## src/rtl/opl3_pkg.sv

```systemverilog
// Shared OPL3 constants: slot geometry and the operator-slot sequencer state encoding.
package opl3_pkg;

   localparam int BANK_NUM_WIDTH         = 1;
   localparam int OP_NUM_WIDTH           = 5;
   localparam int NUM_BANKS              = 2;
   localparam int NUM_OPERATORS_PER_BANK = 18;

   typedef enum logic [1:0] {
      SEQ_IDLE  = 2'd0,
      SEQ_ISSUE = 2'd1,
      SEQ_GAP   = 2'd2,
      SEQ_FLUSH = 2'd3
   } seq_state_t;

endpackage

```

## src/rtl/op_slot_sequencer.sv

```systemverilog
// Walks all operator slots of both banks once per sample tick, spacing the slot
// strobes evenly and signalling done after a fixed flush interval.
//
// state | meaning
// IDLE  | waiting for an enabled sample tick; bank/op held at 0
// ISSUE | slot_valid high for the slot shown on bank_num/op_num
// GAP   | spacing wait between two slot issues
// FLUSH | last slot issued, counting down to done
module op_slot_sequencer
   import opl3_pkg::*;
#(
   parameter int OP_SPACING   = 4,
   parameter int FLUSH_CYCLES = 8
) (
   input  logic                      clk,
   input  logic                      reset,
   input  logic                      sample_clk_en,
   input  logic                      enable,
   input  logic                      overrun_clr,
   output logic                      slot_valid,
   output logic [BANK_NUM_WIDTH-1:0] bank_num,
   output logic [OP_NUM_WIDTH-1:0]   op_num,
   output logic                      last_slot,
   output logic                      busy,
   output logic                      done,
   output logic                      overrun
);

   localparam logic [1:0] ST_IDLE  = SEQ_IDLE;
   localparam logic [1:0] ST_ISSUE = SEQ_ISSUE;
   localparam logic [1:0] ST_GAP   = SEQ_GAP;
   localparam logic [1:0] ST_FLUSH = SEQ_FLUSH;

   localparam logic [BANK_NUM_WIDTH-1:0] LAST_BANK = BANK_NUM_WIDTH'(NUM_BANKS - 1);
   localparam logic [OP_NUM_WIDTH-1:0]   LAST_OP   = OP_NUM_WIDTH'(NUM_OPERATORS_PER_BANK - 1);

   // Both waits are entered after one cycle already spent in ISSUE, hence the -2.
   localparam logic [3:0] GAP_LOAD   = (OP_SPACING > 1)   ? 4'(OP_SPACING - 2)   : 4'd0;
   localparam logic [4:0] FLUSH_LOAD = (FLUSH_CYCLES > 1) ? 5'(FLUSH_CYCLES - 2) : 5'd0;

   logic [1:0]                state;
   logic [1:0]                state_nxt;
   logic [3:0]                gap_cnt;
   logic [4:0]                flush_cnt;
   logic [BANK_NUM_WIDTH-1:0] bank_nxt;
   logic [OP_NUM_WIDTH-1:0]   op_nxt;
   logic                      tick_ok;
   logic                      at_last;

   assign tick_ok = sample_clk_en && enable;
   assign at_last = (bank_num == LAST_BANK) && (op_num == LAST_OP);

   always_comb begin
      state_nxt = state;
      case (state)
         ST_IDLE:  if (tick_ok) state_nxt = ST_ISSUE;
         ST_ISSUE: begin
            if (at_last)
               state_nxt = (FLUSH_CYCLES == 1) ? ST_IDLE : ST_FLUSH;
            else
               state_nxt = (OP_SPACING == 1) ? ST_ISSUE : ST_GAP;
         end
         ST_GAP:   if (gap_cnt == 4'd0) state_nxt = ST_ISSUE;
         ST_FLUSH: if (flush_cnt == 5'd0) state_nxt = ST_IDLE;
         default:  state_nxt = ST_IDLE;
      endcase
   end

   // The bank/op registers double as the slot counter; IDLE already holds 0/0.
   always_comb begin
      bank_nxt = bank_num;
      op_nxt   = op_num;
      if (state_nxt == ST_IDLE) begin
         bank_nxt = '0;
         op_nxt   = '0;
      end else if (state_nxt == ST_ISSUE && state != ST_IDLE) begin
         if (op_num == LAST_OP) begin
            op_nxt   = '0;
            bank_nxt = bank_num + BANK_NUM_WIDTH'(1);
         end else begin
            op_nxt = op_num + OP_NUM_WIDTH'(1);
         end
      end
   end

   always_ff @(posedge clk or posedge reset) begin
      if (reset) begin
         state      <= ST_IDLE;
         gap_cnt    <= 4'd0;
         flush_cnt  <= 5'd0;
         bank_num   <= '0;
         op_num     <= '0;
         slot_valid <= 1'b0;
         last_slot  <= 1'b0;
         busy       <= 1'b0;
         done       <= 1'b0;
         overrun    <= 1'b0;
      end else begin
         state      <= state_nxt;
         bank_num   <= bank_nxt;
         op_num     <= op_nxt;
         slot_valid <= (state_nxt == ST_ISSUE);
         last_slot  <= (state_nxt == ST_ISSUE) && (bank_nxt == LAST_BANK) && (op_nxt == LAST_OP);
         busy       <= (state_nxt != ST_IDLE);
         done       <= (state_nxt == ST_IDLE) && (state != ST_IDLE);

         if (state_nxt == ST_GAP && state != ST_GAP)
            gap_cnt <= GAP_LOAD;
         else if (gap_cnt != 4'd0)
            gap_cnt <= gap_cnt - 4'd1;

         if (state_nxt == ST_FLUSH && state != ST_FLUSH)
            flush_cnt <= FLUSH_LOAD;
         else if (flush_cnt != 5'd0)
            flush_cnt <= flush_cnt - 5'd1;

         // A new overrun outranks a simultaneous clear.
         if (tick_ok && state != ST_IDLE)
            overrun <= 1'b1;
         else if (overrun_clr)
            overrun <= 1'b0;
      end
   end

endmodule

```

## config.mk

```make
export PLATFORM = sky130hd
export DESIGN_NAME = op_slot_sequencer
export DESIGN_NICKNAME = d
export VERILOG_FILES = /design/src/rtl/opl3_pkg.sv /design/src/rtl/op_slot_sequencer.sv
export SDC_FILE = /design/constraint.sdc
export NUM_CORES = 1
export LEC_CHECK = 0
export ABC_AREA = 1
export CORE_ASPECT_RATIO = 0.75
export CORE_MARGIN = 5
export CORE_UTILIZATION = 41
export CTS_CLUSTER_DIAMETER = 150
export CTS_CLUSTER_SIZE = 16
export DETAILED_ROUTE_END_ITERATION = 10
export PLACE_DENSITY_LB_ADDON = 0.2
export SLEW_MARGIN = 10
export SYNTH_ARGS = -nofsm -noshare
export SYNTH_HDL_FRONTEND = slang
export SYNTH_SLANG_ARGS = --single-unit
export TNS_END_PERCENT = 10
```

## constraint.sdc

```tcl
create_clock -name clk -period 2.08 [get_ports clk]
set_clock_uncertainty 0.15 [all_clocks]
set_input_delay 0.416 -clock clk [delete_from_list [all_inputs] [get_ports clk]]
set_output_delay 0.416 -clock clk [all_outputs]
set_load 0.01 [all_outputs]
```

==> flow_metrics.env <==
export IMPL_p_leak_nw=0.806
export IMPL_clk_pin_slew_ns=0.07
export IMPL_max_clock_path_buffers=2
export IMPL_post_dp_cell_area_um2=1470
export IMPL_ys_ff_latch=22
export IMPL_synthFlopType="dfrtp_1"
export IMPL_rsz0062_at_grt="false"
export IMPL_start_util=0.426
export IMPL_ant_nets=0
export IMPL_die_area_um2=4290
export IMPL_crit_arrival_ns=1.91
export IMPL_fin_crit_ns=1.90
export IMPL_internal_power_w=0.00101
export IMPL_worstSetupPathType="reg -> reg"
export IMPL_syn_inst=146
export IMPL_p_sw_frac=0.411
export IMPL_rr_worst_depth=12
export IMPL_critPathLaunch="op_num[0]"
export IMPL_post_route_drc_count=0
export IMPL_synth_area_leaders="dfrtp_1, nand2_1, inv_1"
export IMPL_area_growth_pct=20.4
export IMPL_cp_max_fo=6
export IMPL_p_switching_w=0.000706
export IMPL_relSlewSlack=0.729
export IMPL_finalSetupTns_ns=0
export IMPL_finalWirelength_um=2350
export IMPL_pwr_share_comb=0.470
export IMPL_tightest_slew_ns=0.404
export IMPL_placement_io_buffers=15
export IMPL_num_rows=17
export IMPL_fin_nets=179
export IMPL_dieHeight_um=58.0
export IMPL_yosysMostFrequentCell="nand2_1"
export IMPL_cts_buffers_inserted=3
export IMPL_async_flop_share=1.00
export IMPL_cts_setup_buffers=0
export IMPL_cellPowerDensity_nw_per_um2=1130
export IMPL_first_iter_violations=33
export IMPL_cp_end_kind="flip-flop"
export IMPL_core_um2=2960
export IMPL_drive_above_1_share=0.181
export IMPL_dr_pass1_iters=4
export IMPL_p_clk_frac=0.149
export IMPL_reg2reg_from="op_num[0]"
export IMPL_min_period_over_period=0.914
export IMPL_cts_tree="built"
export IMPL_overflow=0
export IMPL_hp_class="in -> async"
export IMPL_yosysWarnings=0
export IMPL_r2r_end="last_slot"
export IMPL_syn_nets=157
export IMPL_syn_avg_cell_area_um2=8.63
export IMPL_reg2reg_slack_ns=0.18
export IMPL_antenna_found_initial=0
export IMPL_htreeDepth=1
export IMPL_cap_violations=0
export IMPL_place_congestion=0.820
export IMPL_synth_common_cells="nand2_1, inv_1, dfrtp_1"
export IMPL_setup_viol=0
export IMPL_sequentialPowerShare=0.380
export IMPL_peakVddDrop_mv=0.608
export IMPL_grt_pass1_vias=941
export IMPL_num_vias=954
export IMPL_fin_area_um2=1520
export IMPL_post_dp_hpwl_um=1860
export IMPL_track_usage=0.127
export IMPL_io_pins=16
export IMPL_status="completed"
export IMPL_clock_sinks=22
export IMPL_clk_insertion_delay_late_ns=0.26
export IMPL_max_freq_mhz=526
export IMPL_vias_per_cell=4.68
export IMPL_grt_max_degree=23
export IMPL_yosys_area_top_type="dfrtp_1"
export IMPL_grt_pass1_wl_um=4220
export IMPL_wire_per_inst_um=11.5
export IMPL_synth_seq_area_share=0.437
export IMPL_hold_violations=0
export IMPL_syn_area_um2=1260
export IMPL_drv_slew=0
export IMPL_yosysTopAreaCellShare=0.437
export IMPL_synth_edff_count=0
export IMPL_die_w_um=74.0
export IMPL_cts_root_buf="clkbuf_8"
export IMPL_diodes=0
export IMPL_crit_required_ns=2.08
export IMPL_start_kind="flip-flop"
export IMPL_yosysUniqueCellTypes=26
[worst max-delay path by stage]
| stage | endpoint | cells past startpoint |
|---|---|---|
| 3_5_place_dp | last_slot | 13 |
| 5_1_grt | last_slot | 13 |
| 6_report | last_slot | 12 |
| 3_3_place_gp | last_slot | 12 |
| 2_1_floorplan | last_slot | 13 |
| 4_1_cts | last_slot | 13 |
[placed cells by master, fill, tap and decap left out, drive strengths merged, types with 4 or more instances in the layout]
cell / count
xor2: 4
nand4: 4
dfrtp: 22
nor2: 14
clkdlybuf4s50: 15
nor3: 5
ha: 6
o21ai: 6
a21oi: 6
nand3: 13
nand2: 31
inv: 29
[flip-flops by register name (all words and copies together), names as in the netlist]
| signal | flops |
|---|---|
| busy | 1 |
| bank_num | 1 |
| flush_cnt | 5 |
| slot_valid | 1 |
| last_slot | 1 |
| op_num | 5 |
| overrun | 1 |
| state | 2 |
| gap_cnt | 4 |
| done | 1 |
[critical path: stages, from the launching register on]
cell	delay [ns]
dfrtp_2	0.44
ha_1	0.20
nand4_1	0.11
inv_1	0.06
ha_1	0.18
nand3_1	0.14
nand2_2	0.09
nor2_4	0.12
nand3_4	0.11
nand3_2	0.07
inv_1	0.04
nand2_1	0.06
nor2_2	0.03
[routing by layer]
layer,vias to the layer above,GRT usage,share of wire
li1,501,-,-
met1,429,0.183,0.51
met2,22,0.189,0.42
met3,2,0.0433,0.066
met4,0,0.0155,0.0026
met5,-,0,0
[layout make-up]
type	count	area (µm²)
fill	273	1440
clock buffer	3	41.3
sequential	22	553
tap	38	47.5
timing repair buffer	17	165
inverter	30	118
multi-input combinational	94	592
[per-stage QoR]
stage	hold WS, ns	instances	utilization	setup slack (ns)	power (W)
after floorplan	0.255	146	-	0.160	0.00121
after global routing	0.367	204	0.513	0.00162	0.00189
after global placement	0.341	201	0.498	0.202	0.00146
after CTS	0.342	204	0.512	0.141	0.00173
final	0.335	204	0.513	0.178	0.00172
after detailed placement	0.358	201	0.498	0.156	0.00147
[power by group through the flow]
| stage | sequential, W | combinational (W) | clock [W] |
|---|---|---|---|
| 2_1_floorplan | 0.000669 | 0.000537 | 0 |
| 3_5_place_dp | 0.000659 | 0.000807 | 0 |
| 3_3_place_gp | 0.000656 | 0.000800 | 0 |
| 6_report | 0.000653 | 0.000808 | 0.000256 |
| 5_1_grt | 0.000675 | 0.000921 | 0.000290 |
| 4_1_cts | 0.000650 | 0.000812 | 0.000271 |
[cell families (layout without fill, tap and decap cells)]
family | count (synthesis) | in the layout | synth area share
adders and majority gates | 6 | 6 | 0.0596
and+or+nand+nor | 70 | 70 | 0.313
xor gates and xnor gates | 5 | 5 | 0.0348
AOI/OAI and AO/OA | 13 | 13 | 0.0626
DFF | 22 | 22 | 0.437
buffers and inverters | 30 | 50 | 0.0933
[what timing repair did]
| action | 4_1_cts | 5_1_grt |
|---|---|---|
| hold buffers | 0 | 0 |
| endpoints found under the setup margin | 0 | 5 |
| resized for setup | 0 | 2 |
Power figures use the tool's default switching activity.
